--- config.mk ---
export PLATFORM = sky130hd
export DESIGN_NAME = axis_join
export DESIGN_NICKNAME = d
export VERILOG_FILES = /design/src/rtl/axis_join.sv
export SDC_FILE = /design/constraint.sdc
export NUM_CORES = 1
export LEC_CHECK = 0
export ABC_AREA = 1
export CAP_MARGIN = 15
export CORE_AREA = 2 2 135 137
export CTS_CLUSTER_DIAMETER = 120
export DETAILED_ROUTE_END_ITERATION = 6
export DIE_AREA = 0 0 137 139
export PLACE_DENSITY = 0.76
export SYNTH_ARGS = -nofsm -noshare
export SYNTH_HDL_FRONTEND = slang
export SYNTH_SLANG_ARGS = --single-unit
--- constraint.sdc ---
create_clock -name clk -period 4.25 [get_ports clk]
set_input_delay 0.425 -clock clk [delete_from_list [all_inputs] [get_ports clk]]
set_output_delay 0.425 -clock clk [all_outputs]
set_load 0.1 [all_outputs]
--- src/rtl/axis_join.sv ---
// axis_join: recombines the two lanes of a ping-pong AXI-Stream split back into
// one stream, taking beats from the lanes in strict alternation so the original
// beat order is restored. The first beat after reset is taken from START_PORT.
//
// The output stage is a main register plus a one-entry skid register. Upstream
// ready comes from a flop (!skid_valid), so there is no combinational path from
// m_axis_tready to either s_*_tready, and throughput is one beat per cycle.
//
// Ports:
//   clk, rst                      clock, synchronous active-high reset
//   s00_axis_tvalid/tdata/tready  lane 00 input stream
//   s01_axis_tvalid/tdata/tready  lane 01 input stream
//   m_axis_tvalid/tdata/tready    merged output stream
//   beat_cnt                      beats accepted on m_axis since reset (wraps)
module axis_join #(
    parameter int DATA_WD    = 64,
    parameter int START_PORT = 1,
    parameter int CNT_WD     = 32
) (
    input  logic               clk,
    input  logic               rst,
    input  logic               s00_axis_tvalid,
    input  logic [DATA_WD-1:0] s00_axis_tdata,
    output logic               s00_axis_tready,
    input  logic               s01_axis_tvalid,
    input  logic [DATA_WD-1:0] s01_axis_tdata,
    output logic               s01_axis_tready,
    output logic               m_axis_tvalid,
    output logic [DATA_WD-1:0] m_axis_tdata,
    input  logic               m_axis_tready,
    output logic [CNT_WD-1:0]  beat_cnt
);

    localparam logic START_SEL = (START_PORT != 0);

    logic               sel;
    logic               m_valid;
    logic               skid_valid;
    logic [DATA_WD-1:0] main_data;
    logic [DATA_WD-1:0] skid_data;
    logic [CNT_WD-1:0]  cnt;

    logic               int_ready;
    logic               sel_valid;
    logic [DATA_WD-1:0] sel_data;
    logic               acc;
    logic               out_fire;

    // Ready is purely a function of skid occupancy, which is a flop.
    assign int_ready = ~skid_valid;

    assign sel_valid = sel ? s01_axis_tvalid : s00_axis_tvalid;
    assign sel_data  = sel ? s01_axis_tdata  : s00_axis_tdata;
    assign acc       = sel_valid & int_ready;
    assign out_fire  = m_valid & m_axis_tready;

    // Only the lane whose turn it is ever sees ready; the other lane waits.
    assign s00_axis_tready = int_ready & ~sel;
    assign s01_axis_tready = int_ready & sel;

    assign m_axis_tvalid = m_valid;
    assign m_axis_tdata  = main_data;
    assign beat_cnt      = cnt;

    always_ff @(posedge clk) begin
        if (rst) begin
            sel        <= START_SEL;
            m_valid    <= 1'b0;
            skid_valid <= 1'b0;
            main_data  <= '0;
            skid_data  <= '0;
            cnt        <= '0;
        end else begin
            if (acc) begin
                sel <= ~sel;
            end

            if (out_fire) begin
                cnt <= cnt + CNT_WD'(1);
            end

            // acc and a full skid are mutually exclusive, so the skid drain
            // branch never has to deal with an incoming beat.
            if (out_fire && skid_valid) begin
                main_data  <= skid_data;
                skid_valid <= 1'b0;
            end else if (acc && (!m_valid || out_fire)) begin
                main_data <= sel_data;
                m_valid   <= 1'b1;
            end else if (acc) begin
                skid_data  <= sel_data;
                skid_valid <= 1'b1;
            end else if (out_fire) begin
                m_valid <= 1'b0;
            end
        end
    end

endmodule

Word level (Yosys, flattened, before mapping)
Cells that the tools add are included.
W data, S select, Z words.
- bits in registers: 163
- word-level logic and storage cells: 33
- add/subtract/negate cells: 1
- eq/ne operators: 1
- multiplexer cells: 7
- bitwise operators: 8
- reductions and logical operators: 10
- operators by type and width (kind ; count):
    $mux W64 ; 3
    $add A32 B1 Y32 const B ; 1
    $reduce_and A3 Y1 ; 2
    $and A1 B1 Y1 ; 4
    $mux W1 ; 4
    $not A1 Y1 ; 4
    $reduce_bool A2 Y1 ; 2
    $logic_and A1 B1 Y1 ; 2
    $ne A2 B1 Y1 const B ; 1
    $reduce_and A2 Y1 ; 1
    $reduce_or A2 Y1 ; 1
    $logic_not A1 Y1 ; 1
    $logic_or A1 B1 Y1 ; 1

Logic depth before layout (Yosys ltp)
Gate-level depths: netlist (run 1).
- depth after elaboration: 5
- depth in mapped cells: 10
- gate-level depth less buffers: 9

Worst setup path before layout (run 1)
No wires, ideal clock.
- kind: register to register
- from: register cnt[0], in the netlist beat_cnt[0]
- to: register cnt[24], in the netlist beat_cnt[24]
- data arrival time: 2068 ps
- setup slack: 2063 ps
- stages on the path, launching flop included: 9
- period minus slack after synthesis: 2187 ps
- path through: dfxtp_1 ha_1 nand3_1 nor2_2 nand3_1 nor2_2 nand3_1 nand2_1 nor2_1
- word-level cells in the longest chain between the ends: 1
- ends and longest elaborated chain (element ; line ; RTL):
    start: declaration ; 41 ; logic [CNT_WD-1:0] cnt;
    start signal: assignment ; 79 ; cnt <= cnt + CNT_WD'(1);
    $add A32 B1 Y32 ; 79 ;
No other way between the ends.
A chain may end at the register's enable or synchronous reset.

Final worst setup path (run 1)
- from: register sel
- to: output port s00_axis_tready
- word-level cells in the longest chain between the ends: 2
- ends and longest elaborated chain (element ; line ; RTL):
    start: declaration ; 36 ; logic sel;
    start signal: assignment ; 75 ; sel <= ~sel;
    $not A1 Y1 ; 58 ; assign s00_axis_tready = int_ready & ~sel;
    $and A1 B1 Y1 ; 58 ;
    end: declaration ; 24 ; output logic s00_axis_tready,
No other way between the ends.

==> impl_metrics.toml, run 1 <==
[setup_path]
r2r_end = "skid_data[0]"
slowest_delay_ns = 1.16
start_kind = "flop"
crit_chain = "nor2_2 > clkdlybuf4s50_1"
cp-end-kind = "output port"
crit_slowest_cell = "clkdlybuf4s50_1"
reg2reg_depth = 7
path_max_fanout = 28
worstSetupPathType = "flop to output port"
r2r_start = "sel"
cp.required_ns = 3.83
arrival_ns = 2.29
ff2ff_setup_slack_ns = 1.81

[clock_tree]
hold_buffers = 0
htree_levels = 4
cts_resized = 0
cts_setup_buffers = 0
cts_root_buf = "clkbuf_16"
clk_path_buf_depth = 2
clkLatencyLatePin_ns = 0.42
path_clk_slew_ns = 0.06
tritoncts = "yes"
numCtsBuffers = 17
cts_num_sinks = 163

[timing]
worst_slew_pin_slew_ns = 1.08
period_share = 0.639
skew_ns = 0.00720
max-slew-margin-rel = 0.280
final-hold-violation-count = 0
setup-tns-final_ns = 0
period_minus_slack_ns = 2.72
finalSetupViolCount = 0
fmax_ghz = 0.368
slew_violations = 0
rsz0062_at_grt = "no"

[route]
vias = 8043
drt_iter0_markers = 473
drc = 0
ant_nets = 0
wl_per_cell_um = 13.0
viasPerCell = 4.91
firstDrtPassIters = 5
routed_wl_um = 21400

[cells_and_area]
area_growth_pct = 38.8
finish.instance_area_um2 = 10800
fillers = 1663
nNetsFinal = 1529
final_layout_size_suffix_gt1_frac = 0.0384
fin_cells = 1637
diodes = 0

[placed_design]
dp_cells = 1605
place_area_um2 = 10100
port_buffers = 231
dp_hpwl_um = 14900
gp_congestion = 0.899

[pwr]
power.leakage_nw = 4.53
vdd_drop_max_mv = 0.306
p_per_area_nw_per_um2 = 475

[synth]
syn_nets = 1344
synth_top_family_by_area = "simple AND/OR/NAND/NOR gates"
synthCells = 1210
synthMuxAreaShare = 0
synthAdderAreaFrac = 0.00161
synthDistinctLibCells = 26
yosysWarningCount = 0
synth-compound-area-share = 0.184
yosys.area_share.xor_xnor = 0.00565
ys_seq_elements = 163
syn_area_um2 = 7760
avgSynthCellArea_um2 = 6.41
seq_area_frac_synth = 0.421
synthSimpleGateAreaFrac = 0.287

[die]
die_h_um = 139
ios = 232
core_area_um2 = 17700
fp.dieArea_um2 = 19000
die_w_um = 137
initial_core_util = 0.439
num_rows = 49

[grt]
grtUsageTotal = 0.227
antenna_found_initial = 0
grt-ovfl-total = 0
grt_start_max_net_pins = 87
grt_pass1_wl_um = 35100
first_global_vias = 7410

[hold_path]
hold_class = "flop to flop"
whs_path_depth = 2
worstHoldEndpoint = "skid_data[27]"
hp-start = "skid_data[27]"

[run]
drv_cap = 0

[run_status]
status = "completed"
[registers in the layout, indices dropped and copies added (netlist names)]
name	flops
sel	1
m_axis_tdata	64
beat_cnt	32
m_axis_tvalid	1
skid_valid	1
skid_data	64
[power breakdown]
group	leakage (nW)	total [mW]	internal [mW]	switching, mW
Sequential	1.33	1.74	1.66	0.0775
Combinational	2.88	1.65	0.449	1.20
Clock	0.320	1.72	1.09	0.625
[area by class of cell]
class | instances | area (µm²) | share of cell area
flip-flops and latches | 163 | 3260 | 0.303
multi-input cells | 862 | 3720 | 0.346
inverters | 112 | 423 | 0.0393
repair buffers | 239 | 2390 | 0.223
well taps | 229 | 287 | 0.0266
clock inverters | 11 | 200 | 0.0186
clock buffers | 21 | 470 | 0.0437
[synth_stat cells]
library cell / count / area [µm²]
nand3_1: 24 / 120
inv_1: 109 / 409
clkbuf_1: 21 / 78.8
nand2_2: 2 / 12.5
nand2_1: 335 / 1260
nand4_1: 7 / 43.8
buf_2: 42 / 210
inv_2: 3 / 11.3
buf_1: 1 / 3.75
o21ai_1: 147 / 736
dfxtp_1: 163 / 3260
ha_1: 1 / 12.5
o21a_1: 1 / 7.51
xnor2_1: 2 / 17.5
and2_1: 2 / 12.5
buf_4: 8 / 60.1
nor3b_1: 1 / 7.51
nor3_1: 2 / 10.0
a21o_1: 1 / 7.51
o211ai_1: 1 / 7.51
nor2_1: 194 / 728
xor2_1: 3 / 26.3
a21oi_1: 78 / 390
nor2_2: 5 / 31.3
buf_6: 1 / 11.3
o21ai_0: 56 / 280
[kinds of logic after synthesis]
kind of cell,after synthesis
fa+ha+maj,1
xor+xnor,5
buf+inv,185
compound gates,284
flops,163
simple gates,572
[layout by cell type, fill, tap and decap left out, drive strengths merged, types with 2 or more instances in the layout]
cell type,instances
nand2,337
and2,2
clkdlybuf4s50,230
xor2,3
a21oi,78
clkinvlp,2
nor2,199
inv,112
clkbuf,21
nand4,7
nor3,2
clkinv,4
dfxtp,163
buf,9
o21ai,203
bufinv,5
xnor2,2
nand3,24
[worst max path at each step]
stage	to	start	slack (ns)
2_1_floorplan	beat_cnt[24]	beat_cnt[0]	2.06
3_3_place_gp	m_axis_tdata[43]	m_axis_tready	1.38
3_5_place_dp	m_axis_tdata[36]	m_axis_tready	1.31
4_1_cts	s00_axis_tready	sel	1.50
5_1_grt	s00_axis_tready	sel	1.42
6_report	s00_axis_tready	sel	1.53
[per-stage QoR]
| step | worst slack, ns | utilization | total power [mW] | hold slack [ns] |
|---|---|---|---|---|
| floorplan | 2.06 | - | 2.97 | 0.425 |
| global placement | 1.38 | 0.572 | 3.41 | 0.434 |
| detailed placement | 1.31 | 0.572 | 3.42 | 0.441 |
| CTS | 1.50 | 0.610 | 5.14 | 0.450 |
| global route | 1.42 | 0.610 | 5.32 | 0.468 |
| finish | 1.53 | 0.610 | 5.11 | 0.448 |
[metal layers]
layer  share of wire  track usage  vias to the layer above
met5               0            0                        -
met3           0.063       0.0490                       38
met1            0.44        0.290                     3569
li1                -            -                     4189
met2            0.47        0.372                      247
met4           0.025       0.0917                        0
[worst max-delay path, delay by kind of cell (launching register included)]
kind,cells,cell delay [ns]
buffers and inverters,1,1.16
AND/OR/NAND/NOR,1,0.20
flip-flops,1,0.50
No activity file was read; power rests on OpenSTA's default activity.
==> run 2: changes to the inputs <==
--- a/config.mk
+++ b/config.mk
@@ -7,10 +7,10 @@
 export LEC_CHECK = 0
 export ABC_AREA = 1
 export CAP_MARGIN = 15
-export CORE_AREA = 2 2 135 137
+export CORE_AREA = 2 2 138 140
 export CTS_CLUSTER_DIAMETER = 120
 export DETAILED_ROUTE_END_ITERATION = 6
-export DIE_AREA = 0 0 137 139
+export DIE_AREA = 0 0 140 142
 export PLACE_DENSITY = 0.76
 export SYNTH_ARGS = -nofsm -noshare
 export SYNTH_HDL_FRONTEND = slang
==> constraint.sdc (replaced) <==
create_clock -name clk -period 2.26 [get_ports clk]
set_input_delay 0.226 -clock clk [delete_from_list [all_inputs] [get_ports clk]]
set_output_delay 0.226 -clock clk [all_outputs]
set_load 0.1 [all_outputs]
==> impl_metrics.toml, run 2 (same netlist as run 1, synthesis figures left out) <==
[die]
num_rows = 50
fp.dieArea_um2 = 19900
ios = 232
die_w_um = 140
die_h_um = 142
initial_core_util = 0.420
core_area_um2 = 18500

[pwr]
vdd_drop_max_mv = 0.503
power.total_mw = 9.35
power.leakage_nw = 4.76
p_per_area_nw_per_um2 = 881

[timing]
max-slew-margin-rel = 0.576
finalSetupViolCount = 0
rsz0062_at_grt = "no"
period_minus_slack_ns = 1.96
slew_violations = 0
fmax_ghz = 0.510
final-hold-violation-count = 0
worst_slew_pin_slew_ns = 0.636
setup-tns-final_ns = 0
period_share = 0.867
skew_ns = 0.00655

[clock_tree]
cts_setup_buffers = 0
htree_levels = 4
tritoncts = "yes"
cts_root_buf = "clkbuf_16"
clkLatencyLatePin_ns = 0.42
numCtsBuffers = 17
path_clk_slew_ns = 0.07
cts_num_sinks = 163
clk_path_buf_depth = 2
cts_resized = 0
hold_buffers = 0

[run_status]
violations = "DRC"
status = "finished, violations left"

[placed_design]
place_area_um2 = 10000
gp_congestion = 0.845
dp_hpwl_um = 14600
port_buffers = 231

[grt]
antenna_found_initial = 0
grt_pass1_wl_um = 33900
grtUsageTotal = 0.207
grt-ovfl-total = 0
grt_start_max_net_pins = 88
first_global_vias = 7146

[hold_path]
hold_class = "primary input to flop"

[setup_path]
path_max_fanout = 40
crit_slowest_cell = "dfxtp_1"
slowest_delay_ns = 0.46
cp.required_ns = 2.61
start_kind = "flop"
cp-end-kind = "flop"
arrival_ns = 2.31
crit_chain = "nor2_2 > nand2_1 > nand2_1 > o21ai_1 > nand2_2 > inv_2 > buf_12 > nor2_1 > nor2_1"
worstSetupPathType = "flop to flop"

[cells_and_area]
fin_util = 0.575
finish.instance_area_um2 = 10600
seq_area_um2 = 3260
fillers = 1747
final_cell_mix = "nand2_1, nor2_1, dfxtp_1, o21ai_1, clkdlybuf4s50_1"
area_growth_pct = 36.9
final_common_cell = "nand2_1"
nNetsFinal = 1537
final_layout_size_suffix_gt1_frac = 0.114
multiInputGateArea_um2 = 3720
diodes = 0

[route]
vias = 7940
ant_nets = 0
firstDrtPassIters = 7
wl_per_cell_um = 12.7
viasPerCell = 4.81
drc = 11
drt_iter0_markers = 504
routed_wl_um = 21000

[run]
drv_cap = 0
==> run 2: cell count changes in the layout (fill, tap and decap cells not counted), moves of 3 or more <==
cell | previous run | this run
buf_12 | 2 | 9
buf_4 | 7 | 106
clkdlybuf4s50_1 | 230 | 132
clkinv_2 | 0 | 3
inv_6 | 0 | 4
==> run 2: metrics by stage <==
step	hold slack (ns)	std cells	setup WS (ns)
6_report	0.415	1650	0.301
5_1_grt	0.457	1650	0.145
4_1_cts	0.401	1650	0.297
3_5_place_dp	0.439	1618	0.233
3_3_place_gp	0.433	1618	0.290
2_1_floorplan	0.374	1210	0.0726
==> run 2: final timing paths <==
path | from | endpoint | slack, ns | cells past startpoint
setup reg to reg | skid_valid | m_axis_tdata[55] | 0.30 | 9
setup / recovery | skid_valid | m_axis_tdata[55] | 0.30 | 9
hold reg to reg | skid_data[61] | skid_data[61] | 0.45 | 2
hold / removal | s00_axis_tvalid | sel | 0.42 | 3
==> run 2: worst max-delay path: cells and delay by family (launching register included) <==
kind	cells	cell delay, ns
DFF	1	0.46
buffers and inverters	2	0.69
and+or+nand+nor	6	0.61
AOI/OAI and AO/OA	1	0.13
==> run 2: power by group <==
part | internal (mW) | switching [mW] | leakage [nW]
clock | 1.79 | 1.23 | 0.303
combinational | 0.817 | 2.26 | 3.12
sequential | 3.13 | 0.129 | 1.33
total | 5.73 | 3.62 | 4.76
==> run 2: final cells by class <==
type                       count  area share
tap                          234      0.0276
sequential                   163       0.307
clock inverter                14      0.0166
timing repair buffer         247       0.216
clock buffer                  18      0.0414
inverter                     112      0.0398
multi-input combinational    862       0.351
==> run 2: routing by layer <==
layer / routed length, µm / up-vias / part of all wire / global-route usage
met4: 352 / 0 / 0.017 / 0.0659
met1: 9490 / 3521 / 0.45 / 0.266
met2: 9880 / 197 / 0.47 / 0.348
met5: 0 / - / 0 / 0
li1: - / 4197 / - / -
met3: 1260 / 25 / 0.060 / 0.0495
